<file path="src/rtl/fb_rect_writer_if.sv">
// Command handshake and frame-buffer write port of the rectangle fill engine.
// The engine takes the slave modport; the command source / buffer arbiter side takes master.
interface fb_rect_writer_if #(
  parameter int ADDR_W  = 19,
  parameter int COLOR_W = 4
);
  logic               cmd_valid;
  logic               cmd_ready;
  logic [9:0]         cmd_x;
  logic [9:0]         cmd_y;
  logic [9:0]         cmd_w;
  logic [9:0]         cmd_h;
  logic [COLOR_W-1:0] cmd_color;
  logic               fb_we;
  logic [ADDR_W-1:0]  fb_addr;
  logic [COLOR_W-1:0] fb_wdata;
  logic               fb_stall;

  modport master (
    output cmd_valid, cmd_x, cmd_y, cmd_w, cmd_h, cmd_color, fb_stall,
    input  cmd_ready, fb_we, fb_addr, fb_wdata
  );

  modport slave (
    input  cmd_valid, cmd_x, cmd_y, cmd_w, cmd_h, cmd_color, fb_stall,
    output cmd_ready, fb_we, fb_addr, fb_wdata
  );
endinterface

</file>
<file path="src/rtl/fb_rect_writer.sv">
// Fills a clipped rectangle of the 4-bit palette frame buffer, one stallable
// write per pixel in raster order.
//
// state | meaning
// IDLE  | waiting for a command, cmd_ready high
// SETUP | clipped bounds known; decide empty vs. fill, load row/column counters
// FILL  | one write request per cycle, held while fb_stall
// DONE  | one-cycle completion pulse
module fb_rect_writer #(
  parameter int H_RES   = 640,
  parameter int V_RES   = 480,
  parameter int ADDR_W  = 19,
  parameter int COLOR_W = 4
) (
  input  logic             Clk,
  input  logic             Reset,
  fb_rect_writer_if.slave  bus,
  output logic             busy,
  output logic             done
);

  typedef enum logic [1:0] {IDLE, SETUP, FILL, DONE} state_t;

  state_t state, state_nxt;

  logic [9:0]         x0, y0, cx, cy;
  logic [10:0]        x_end, y_end;
  logic [ADDR_W-1:0]  row_base, addr_q;
  logic [COLOR_W-1:0] color_q;

  logic [10:0]        x_sum, y_sum;
  logic               empty, wr_done, row_end, last_px;
  logic [ADDR_W-1:0]  row_base_init;

  assign x_sum   = {1'b0, bus.cmd_x} + {1'b0, bus.cmd_w};
  assign y_sum   = {1'b0, bus.cmd_y} + {1'b0, bus.cmd_h};
  assign empty   = ({1'b0, x0} >= x_end) || ({1'b0, y0} >= y_end);
  assign wr_done = (state == FILL) && !bus.fb_stall;
  assign row_end = ({1'b0, cx} + 11'd1) == x_end;
  assign last_px = row_end && (({1'b0, cy} + 11'd1) == y_end);
  assign row_base_init = ADDR_W'(y0) * ADDR_W'(H_RES);

  always_ff @(posedge Clk) begin
    if (Reset) state <= IDLE;
    else       state <= state_nxt;
  end

  always_comb begin
    state_nxt = state;
    case (state)
      IDLE:    if (bus.cmd_valid) state_nxt = SETUP;
      SETUP:   state_nxt = empty ? DONE : FILL;
      FILL:    if (wr_done && last_px) state_nxt = DONE;
      DONE:    state_nxt = IDLE;
      default: state_nxt = IDLE;
    endcase
  end

  always_ff @(posedge Clk) begin
    if (Reset) begin
      x0       <= '0;
      y0       <= '0;
      cx       <= '0;
      cy       <= '0;
      x_end    <= '0;
      y_end    <= '0;
      row_base <= '0;
      addr_q   <= '0;
      color_q  <= '0;
    end else begin
      case (state)
        IDLE: if (bus.cmd_valid) begin
          x0      <= bus.cmd_x;
          y0      <= bus.cmd_y;
          color_q <= bus.cmd_color;
          x_end   <= (x_sum > 11'(H_RES)) ? 11'(H_RES) : x_sum;
          y_end   <= (y_sum > 11'(V_RES)) ? 11'(V_RES) : y_sum;
        end
        SETUP: if (!empty) begin
          row_base <= row_base_init;
          cx       <= x0;
          cy       <= y0;
          addr_q   <= row_base_init + ADDR_W'(x0);
        end
        // The final pixel leaves the counters alone so fb_addr never steps past the screen.
        FILL: if (wr_done && !last_px) begin
          if (row_end) begin
            cx       <= x0;
            cy       <= cy + 10'd1;
            row_base <= row_base + ADDR_W'(H_RES);
            addr_q   <= row_base + ADDR_W'(H_RES) + ADDR_W'(x0);
          end else begin
            cx     <= cx + 10'd1;
            addr_q <= addr_q + ADDR_W'(1);
          end
        end
        default: ;
      endcase
    end
  end

  assign bus.cmd_ready = (state == IDLE);
  assign bus.fb_we     = (state == FILL);
  assign bus.fb_addr   = addr_q;
  assign bus.fb_wdata  = color_q;
  assign busy          = (state != IDLE);
  assign done          = (state == DONE);

endmodule

</file>
<file path="src/flat_wrapper.sv">
// flat-port wrapper written by rule: the top's interface ports become plain ports
module fb_rect_writer_flat 
#(
  parameter int H_RES   = 640,
  parameter int V_RES   = 480,
  parameter int ADDR_W  = 19,
  parameter int COLOR_W = 4
)
  (Clk, Reset, busy, done, bus_cmd_valid, bus_cmd_x, bus_cmd_y, bus_cmd_w, bus_cmd_h, bus_cmd_color, bus_fb_stall, bus_cmd_ready, bus_fb_we, bus_fb_addr, bus_fb_wdata);
  fb_rect_writer_if #(.ADDR_W(ADDR_W), .COLOR_W(COLOR_W)) bus_i ();
  input  logic Clk;
  input  logic Reset;
  output logic busy;
  output logic done;
  input wire logic [$bits(bus_i.cmd_valid)-1:0] bus_cmd_valid;
  input wire logic [$bits(bus_i.cmd_x)-1:0] bus_cmd_x;
  input wire logic [$bits(bus_i.cmd_y)-1:0] bus_cmd_y;
  input wire logic [$bits(bus_i.cmd_w)-1:0] bus_cmd_w;
  input wire logic [$bits(bus_i.cmd_h)-1:0] bus_cmd_h;
  input wire logic [$bits(bus_i.cmd_color)-1:0] bus_cmd_color;
  input wire logic [$bits(bus_i.fb_stall)-1:0] bus_fb_stall;
  output wire logic [$bits(bus_i.cmd_ready)-1:0] bus_cmd_ready;
  output wire logic [$bits(bus_i.fb_we)-1:0] bus_fb_we;
  output wire logic [$bits(bus_i.fb_addr)-1:0] bus_fb_addr;
  output wire logic [$bits(bus_i.fb_wdata)-1:0] bus_fb_wdata;
  assign bus_i.cmd_valid = bus_cmd_valid;
  assign bus_i.cmd_x = bus_cmd_x;
  assign bus_i.cmd_y = bus_cmd_y;
  assign bus_i.cmd_w = bus_cmd_w;
  assign bus_i.cmd_h = bus_cmd_h;
  assign bus_i.cmd_color = bus_cmd_color;
  assign bus_i.fb_stall = bus_fb_stall;
  assign bus_cmd_ready = bus_i.cmd_ready;
  assign bus_fb_we = bus_i.fb_we;
  assign bus_fb_addr = bus_i.fb_addr;
  assign bus_fb_wdata = bus_i.fb_wdata;
  fb_rect_writer #(.H_RES(H_RES), .V_RES(V_RES), .ADDR_W(ADDR_W), .COLOR_W(COLOR_W)) u_core (.Clk(Clk), .Reset(Reset), .bus(bus_i), .busy(busy), .done(done));
endmodule
</file>
<file path="config.mk">
export PLATFORM = sky130hd
export DESIGN_NAME = fb_rect_writer_flat
export DESIGN_NICKNAME = d
export VERILOG_FILES = /design/src/rtl/fb_rect_writer_if.sv /design/src/rtl/fb_rect_writer.sv /design/src/flat_wrapper.sv
export SDC_FILE = /design/constraint.sdc
export NUM_CORES = 1
export LEC_CHECK = 0
export BUFFER_PORTS_ARGS = -buffer_cell sky130_fd_sc_hd__buf_2
export CORE_AREA = 2 2 132 134
export DETAILED_ROUTE_END_ITERATION = 8
export DIE_AREA = 0 0 134 136
export PLACE_DENSITY = 0.68
export RECOVER_POWER = 100
export REMOVE_ABC_BUFFERS = 1
export SETUP_SLACK_MARGIN = 0.5
export SLEW_MARGIN = 0
export SYNTH_ARGS = -nofsm -noshare
export SYNTH_HDL_FRONTEND = slang
export SYNTH_SLANG_ARGS = --single-unit
export TNS_END_PERCENT = 5
</file>
<file path="constraint.sdc">
create_clock -name Clk -period 5.8 [get_ports Clk]
set_input_delay 0.29 -clock Clk [delete_from_list [all_inputs] [get_ports Clk]]
set_output_delay 0.29 -clock Clk [all_outputs]
set_load 0.01 [all_outputs]
</file>
# ---- Word level (Yosys, flattened, before mapping)
# Index checks and enable logic that the tools add are counted.
dict set report op_classes {
  addsub 10
  multipliers 1
  n_lt_le_gt_ge 4
  n_eq_ne 10
  muxes 22
  reduce_logical 14
}
# cell n
set op_table {}
lappend op_table {{two-way mux 19 bit} 6}
lappend op_table {{case mux 19 bit (2 select lines)} 2}
lappend op_table {{two-way mux 10 bit} 6}
lappend op_table {{case mux 10 bit (2 select lines)} 2}
lappend op_table {{adder 19 x 10 -> 19 bit} 2}
lappend op_table {{adder 10 x 1 -> 11 bit, second input constant} 2}
lappend op_table {{adder 10 x 10 -> 11 bit} 2}
lappend op_table {{== test 11 bit} 2}
lappend op_table {{>= comparator 10 x 11 -> 1 bit} 2}
lappend op_table {{two-way mux 11 bit} 2}
lappend op_table {{adder 10 x 1 -> 10 bit, second input constant} 2}
lappend op_table {{adder 19 x 1 -> 19 bit, second input constant} 1}
lappend op_table {{adder 19 x 10 -> 19 bit, second input constant} 1}
lappend op_table {{multiplier 10 x 3 -> 12 bit, second input constant} 1}
lappend op_table {{greater-than comparator 11 x 10 -> 1 bit, second input constant} 1}
lappend op_table {{greater-than comparator 11 x 9 -> 1 bit, second input constant} 1}
lappend op_table {{case mux 2 bit (4 select lines)} 1}
lappend op_table {{!= test 2 x 1 -> 1 bit, second input constant} 3}
lappend op_table {{== test 2 bit, second input constant} 2}
lappend op_table {{logical AND 1 bit} 4}
lappend op_table {{two-way mux 2 bit} 2}
lappend op_table {{!= test 2 bit, second input constant} 2}
lappend op_table {{AND reduction 2 bit} 2}
lappend op_table {{AND reduction 4 bit} 1}
lappend op_table {{7 further kinds} 9}
dict set report word_totals {
  reg_bits 106
  input_bits 48
  output_inout_bits 27
  elab_cells 71
}

# ---- Depth between registers and ports, before layout
# Gate-level depths: netlist of run 1.
dict set report logic_depth {
  ltp_word 7
  mapped_depth 13
  mapped_depth_nobuf 11
}

# ---- Least setup slack after synthesis of run 1
# Ideal clock, no wire load.
dict set report synth_path {
  path_kind {input to register}
  start {input port bus_cmd_h[0]}
  end {register u_core.y_end[4]}
  setup_time_ns 0.117
  t_arrival_ns 2.824
  t_required_ns 5.683
  slack_ns 2.859
  stages 10
  path_buffers 0
  cell_sequence {ha_1 > fa_1 > a21o_1 > a21oi_1 > o21bai_1 > a2111oi_0 > nor2_1 > xnor2_1 > or4_1 > a32o_1}
}
dict set report synth_via {
  elab_chain_len 3
}
# element line
set synth_rtl {}
lappend synth_rtl {{from (decl)} flat_wrapper.sv:19} ;# input wire logic [$bits(bus_i.cmd_h)-1:0] bus_cmd_h;
lappend synth_rtl {{adder 10 x 10 -> 11 bit (*)} fb_rect_writer.sv:36} ;# assign y_sum = {1'b0, bus.cmd_y} + {1'b0, bus.cmd_h};
lappend synth_rtl {{greater-than comparator 11 x 9 -> 1 bit} fb_rect_writer.sv:77} ;# y_end <= (y_sum > 11'(V_RES)) ? 11'(V_RES) : y_sum;
lappend synth_rtl {{two-way mux 11 bit (*)} fb_rect_writer.sv:77}
lappend synth_rtl {{to (signal assigned)} fb_rect_writer.sv:77}
lappend synth_rtl {{to (decl)} fb_rect_writer.sv:27} ;# logic [10:0] x_end, y_end;
# Mark *: on every way between the ends. The rest lies on a longest branch, timed or not.
# A chain may end at the register's enable or synchronous reset.

# ---- Final worst setup path of run 1
dict set report layout_path {
  start {register u_core.cx[0]}
  end {register u_core.row_base[11]}
}
dict set report layout_via {
  elab_chain_len 7
  elab_cells_between_ends 8
  cone_classes {add/sub: 1; eq/ne: 3; reduce/logical: 4}
}
# element line
set layout_rtl {}
lappend layout_rtl {{from (decl)} fb_rect_writer.sv:26} ;# logic [9:0] x0, y0, cx, cy;
lappend layout_rtl {{from (signal assigned)} fb_rect_writer.sv:93} ;# cx <= cx + 10'd1;
lappend layout_rtl {{adder 10 x 1 -> 11 bit (*)} fb_rect_writer.sv:39} ;# assign row_end = ({1'b0, cx} + 11'd1) == x_end;
lappend layout_rtl {{== test 11 bit (*)} fb_rect_writer.sv:39}
lappend layout_rtl {{logical AND 1 bit} fb_rect_writer.sv:40} ;# assign last_px = row_end && (({1'b0, cy} + 11'd1) == y_end);
lappend layout_rtl {{zero test 1 bit} fb_rect_writer.sv:86} ;# FILL: if (wr_done && !last_px) begin
lappend layout_rtl {{logical AND 1 bit} fb_rect_writer.sv:86}
lappend layout_rtl {{!= test 2 x 1 -> 1 bit (no line)} n/a}
lappend layout_rtl {{AND reduction 4 bit (no line) (*)} n/a}
lappend layout_rtl {{to (signal assigned)} fb_rect_writer.sv:80} ;# row_base <= row_base_init;
lappend layout_rtl {{to (signal assigned)} fb_rect_writer.sv:90} ;# row_base <= row_base + ADDR_W'(H_RES);
lappend layout_rtl {{to (decl)} fb_rect_writer.sv:28} ;# logic [ADDR_W-1:0] row_base, addr_q;
# Marks and branches as above.

==> results of run 1 <==
==> path summary, 6_finish.rpt <==
kind,cells past startpoint,slack [ns],endpoint,from
hold / removal,3,0.16,u_core.bus.fb_wdata[2],bus_cmd_color[2]
hold reg to reg,2,0.46,u_core.x0[0],u_core.x0[0]
setup reg to reg,9,1.81,u_core.row_base[11],u_core.cx[0]
setup / recovery,9,1.81,u_core.row_base[11],u_core.cx[0]
==> registers in the layout (all words and copies together) (netlist names) <==
signal and count:
u_core.bus.fb_addr 19, u_core.bus.fb_wdata 4, u_core.cx 10, u_core.cy 10, u_core.row_base 12, u_core.state 2, u_core.x0 10, u_core.x_end 11
u_core.y0 10, u_core.y_end 11
==> worst min-delay path: stages <==
cell	delay [ns]
buf_2	0.09
nand2_1	0.04
a21oi_1	0.05
==> through the flow <==
| step | power (mW) | util | hold WS (ns) | std cells | setup WS [ns] |
|---|---|---|---|---|---|
| final | 3.80 | 0.526 | 0.163 | 1307 | 1.81 |
| after global routing | 4.08 | 0.526 | 0.175 | 1307 | 1.52 |
| after CTS | 3.82 | 0.532 | 0.155 | 1307 | 2.22 |
| after detailed placement | 3.22 | 0.515 | 0.449 | 1291 | 2.25 |
| after global placement | 3.21 | 0.515 | 0.443 | 1291 | 2.33 |
| after floorplan | 2.54 | - | 0.358 | 984 | 2.32 |
==> final cells by class <==
cell class	instances	area [µm²]	area share
Inverter	52	195	0.0220
Timing Repair Buffer	82	390	0.0440
Sequential cell	99	1980	0.223
Tap cell	225	282	0.0317
Clock inverter	7	51.3	0.00578
Multi-Input combinational cell	833	5740	0.648
Clock buffer	9	225	0.0254
==> metal layers <==
layer  part of all wire  vias up
li1                   -     3933
met4              0.015        0
met5                  0        -
met2               0.45      286
met1               0.48     3763
met3              0.061       34
==> cell families after synthesis <==
family,count (synthesis),share of synthesized area
and+or+nand+nor,339,0.216
adders and majority gates,75,0.117
other,1,0.000455
AOI/OAI and AO/OA,323,0.266
DFF,99,0.240
buffers and inverters,110,0.0555
xor gates and xnor gates,83,0.0882
muxes,12,0.0152
==> cells in the mapped netlist, types with 13 or more instances <==
master and count:
o211ai_1 19, clkbuf_1 38, nand3_1 30, nor2_1 56, nand4_1 13, nor3_1 19
and3_1 13, a21oi_1 93, dfxtp_1 99, xor2_1 32, xnor2_1 51, nand2_1 104
ha_1 71, o21ai_0 59, nor2b_1 15, and2_1 18, inv_1 52, a31oi_1 20
a211oi_1 14
==> power by group through the flow <==
| stage | combinational (mW) | clock, mW | sequential, mW |
|---|---|---|---|
| floorplan | 1.49 | 0 | 1.05 |
| global placement | 2.11 | 0 | 1.10 |
| detailed placement | 2.12 | 0 | 1.10 |
| CTS | 2.14 | 0.600 | 1.09 |
| global route | 2.33 | 0.627 | 1.12 |
| finish | 2.11 | 0.593 | 1.09 |
==> flow_metrics.tcl, run 1 <==
set metrics [dict create \
    status "finished, final reports clean" \
    p_int_mw 1.90 \
    critPathArrivalTime_ns 4.21 \
    rsz0062_at_grt "no" \
    gp_congestion 0.871 \
    crit_buf_inv 0 \
    synth_area_leaders "dfxtp_1, ha_1, a21oi_1" \
    cts_tree "done" \
    core_um2 16900 \
    max_cap_viol_count 0 \
    min_period_over_period 0.688 \
    layout_common_cells "nand2_1, dfxtp_1, a21oi_1, ha_1, o21ai_0" \
    setup_tns_ns 0 \
    dp.final_hpwl_um 16400 \
    cts_resized 0 \
    row_count 48 \
    start_util 0.489 \
    skew_ns 0.0112 \
    fin_area_um2 8870 \
    end_kind "flip-flop" \
    setup_viol 0 \
    p_clk_frac 0.156 \
    yosysWarnings 0 \
    grt_pass1_vias 7631 \
    path_clk_slew_ns 0.08 \
    antenna_found_initial 0 \
    ant_nets 0 \
    synth_edf_count 0 \
    ioPinCount 75 \
    clockBufferDepth 2 \
    hold_class "in -> reg" \
    drc_errors 0 \
    first_pass_iters 5 \
    clockRootBuffer "clkbuf_16" \
    via_count 8016 \
    wl_um 23000 \
    n_antenna_cell 0 \
    ctsHoldBuffers 0 \
    cp_max_fo 8 \
    yosysUniqueCellTypes 85 \
    portBuffers 74 \
    cts_made_buffers 9 \
    slew_headroom 0.0411 \
    power_switching_share 0.499 \
    grt.overflow.total 0 \
    via_per_inst 6.13 \
    synth.avg_cell_area_um2 7.91 \
    dieArea_um2 18200 \
    ys_ff_latch 99 \
    power.leakage_nw 3.35 \
    die_x_um 134 \
    async_reset_ff_frac 0 \
    seqPwrFrac 0.288 \
    worstPathCellList "ha_1, nand3_1, nor2_1, a31oi_1, or3_1, nor3_1, nand2_1, a21oi_1, o21ai_0" \
    synthFlopType "dfxtp_1" \
    synth_top_area_share 0.240 \
    cp_top_family "simple AND/OR/NAND/NOR gates" \
    grt_max_degree 83 \
    hold_viol 0 \
    startpoint_type "flip-flop" \
    final_max_slew_viol_count 0 \
    synth_cells 1042 \
    comb_power_share 0.556 \
    grt_pass1_wl_um 38200 \
    worstMarginPinSlew_ns 1.44 \
    wl_per_cell_um 17.6 \
    top_usage_layer "met2" \
    fin_crit_ns 3.99 \
    critPathKind "reg -> reg" \
    final_common_cell "nand2_1" \
    yosysSeqAreaShare 0.240 \
    drive_gt1_frac 0.0860 \
    met2_usage 0.411 \
    die_h_um 136 \
    grt.total_usage 0.257 \
    h-tree-depth 3 \
    area_growth_syn_to_layout_pct 7.59 \
    synth_area_leader_cell "dfxtp_1" \
    slowest_stage "a21oi_1" \
    peakVddDrop_mv 0.256 \
    place_area_um2 8700 \
    max_freq_mhz 251 \
    fill_cells 1681 \
    insertion_delay_ns 0.36 \
    global_route.usage.met1 0.356 \
    drt-initial-drc-count 660 \
    powerDensity_nw_per_um2 428 \
    grt_use_met3 0.0399 \
    cts.sinks 99 \
    cts_setup_buffers 0 \
    layout.nets 1200 \
    critPathRequiredTime_ns 6.02 \
    netlist_area_um2 8240 \
    switchingPower_mw 1.89 \
    cp_slowest_stage_delay_ns 0.66 \
]
Note: power is estimated with default switching activity, not from simulation.
==> run 2: changes to the inputs <==
clock period = 3.8 ns   (was 5.8 ns; I/O delays follow)
==> run 2 against run 1 <==
Against the previous run: via count about the same; count of clock-buffer cells in the layout unchanged; setup slack worse by 1.3 ns; register-to-register slack worse by 1.3 ns; cell count up 1.2%; cell area up 2.4%; critical path depth up 1; first-iteration DRC count up 0.15%; routed wire length up 0.77%; die area unchanged; clock power up 63%; clock skew about the same; critical endpoint is now u_core.bus.fb_addr[16].
==> flow_metrics.tcl, run 2 (same netlist as run 1, synthesis figures left out) <==
set metrics [dict create \
    start_util 0.489 \
    area_growth_syn_to_layout_pct 10.1 \
    ctsHoldBuffers 0 \
    via_per_inst 6.06 \
    h-tree-depth 3 \
    final_common_cell "nand2_1" \
    drt-initial-drc-count 661 \
    cts_made_buffers 9 \
    die_h_um 136 \
    slowest_stage "dfxtp_1" \
    dp.final_hpwl_um 17000 \
    power.leakage_nw 3.43 \
    cp_slowest_stage_delay_ns 0.45 \
    critPathArrivalTime_ns 3.59 \
    max_freq_mhz 300 \
    die_x_um 134 \
    clockRootBuffer "clkbuf_16" \
    core_um2 16900 \
    grt_pass1_vias 7474 \
    grt_use_met3 0.0295 \
    hold_class "in -> reg" \
    cts_setup_buffers 0 \
    min_period_over_period 0.878 \
    critPathKind "reg -> reg" \
    dieArea_um2 18200 \
    end_kind "flip-flop" \
    via_count 8012 \
    row_count 48 \
    wl_um 23200 \
    cts.sinks 99 \
    layout_common_cells "nand2_1, dfxtp_1, a21oi_1, ha_1, o21ai_0" \
    portBuffers 74 \
    path_clk_slew_ns 0.08 \
    final_max_slew_viol_count 0 \
    cp_top_family "compound AO/OA/AOI/OAI gates" \
    cts_resized 0 \
    first_pass_iters 5 \
    grt.overflow.total 0 \
    met2_usage 0.430 \
    ant_nets 0 \
    hold_viol 0 \
    fin_crit_ns 3.34 \
    status "finished, final reports clean" \
    layout.nets 1216 \
    worstPathCellList "ha_1, and4_1, a21oi_1, a41o_1, a2111oi_4, nand4_4, o311ai_4, clkbuf_2, nor2_1, a31o_2" \
    n_antenna_cell 0 \
    wl_per_cell_um 17.5 \
    largest_register_ffs 19 \
    drc_errors 0 \
    grt.total_usage 0.263 \
    drive_gt1_frac 0.105 \
    crit_buf_inv 1 \
    critPathRequiredTime_ns 4.06 \
    max_cap_viol_count 0 \
    slew_headroom 0.0164 \
    hold_ws_ns 0.0643 \
    peakVddDrop_mv 0.453 \
    cts_tree "done" \
    clockBufferDepth 2 \
    powerDensity_nw_per_um2 664 \
    worstMarginPinSlew_ns 1.48 \
    insertion_delay_ns 0.36 \
    ioPinCount 75 \
    setup_viol 0 \
    skew_ns 0.0111 \
    gp_congestion 0.924 \
    grt_max_degree 50 \
    global_route.usage.met1 0.365 \
    cp_max_fo 19 \
    setup_tns_ns 0 \
    top_usage_layer "met2" \
    antenna_found_initial 0 \
    grt_pass1_wl_um 38600 \
    startpoint_type "flip-flop" \
    rsz0062_at_grt "yes" \
]
## run 2: final timing paths
path / startpoint / to / slack [ns] / depth (start not counted)
max: u_core.cy[0] / u_core.bus.fb_addr[16] / 0.46 / 10
min: bus_cmd_color[2] / u_core.bus.fb_wdata[2] / 0.06 / 3
max reg2reg: u_core.cy[0] / u_core.bus.fb_addr[16] / 0.46 / 10
min reg2reg: u_core.bus.fb_wdata[1] / u_core.bus.fb_wdata[1] / 0.45 / 2
## run 2: routing by layer
metal  vias to the layer above  wire length (µm)
met5                         -                 0
met4                         0               308
met3                        19              1090
met2                       214             10500
met1                      3801             11300
li1                       3978                 -
## run 2: layout make-up
class	count	area, µm²
repair buffers	98	504
clock buffers	9	225
well taps	225	282
fillers	1665	7800
flip-flops and latches	99	1980
multi-input cells	833	5810
inverters	52	195
clock inverters	7	76.3
## run 2: metrics by stage
| stage | utilization | cell area [µm²] | power, mW | setup slack (ns) | cells |
|---|---|---|---|---|---|
| 2_1_floorplan | - | 7980 | 3.88 | 0.316 | 984 |
| 3_3_place_gp | 0.523 | 8830 | 4.99 | 0.545 | 1307 |
| 3_5_place_dp | 0.523 | 8830 | 5.03 | 0.583 | 1307 |
| 4_1_cts | 0.541 | 9130 | 6.00 | 0.540 | 1323 |
| 5_1_grt | 0.538 | 9080 | 6.49 | 0.244 | 1323 |
| 6_report | 0.538 | 9080 | 6.03 | 0.462 | 1323 |
## run 2: where the power goes
group | total, mW | switching [mW] | internal [mW]
sequential | 1.67 | 0.381 | 1.29
clock | 0.968 | 0.452 | 0.516
combinational | 3.38 | 2.10 | 1.28
total | 6.03 | 2.93 | 3.09
## run 2: tightest hold or removal path, delay by kind of cell
| kind | cells | cell delay, ns |
|---|---|---|
| buffers and inverters | 1 | 0.09 |
| AND/OR/NAND/NOR | 1 | 0.04 |
| AO/OA/AOI/OAI | 1 | 0.05 |
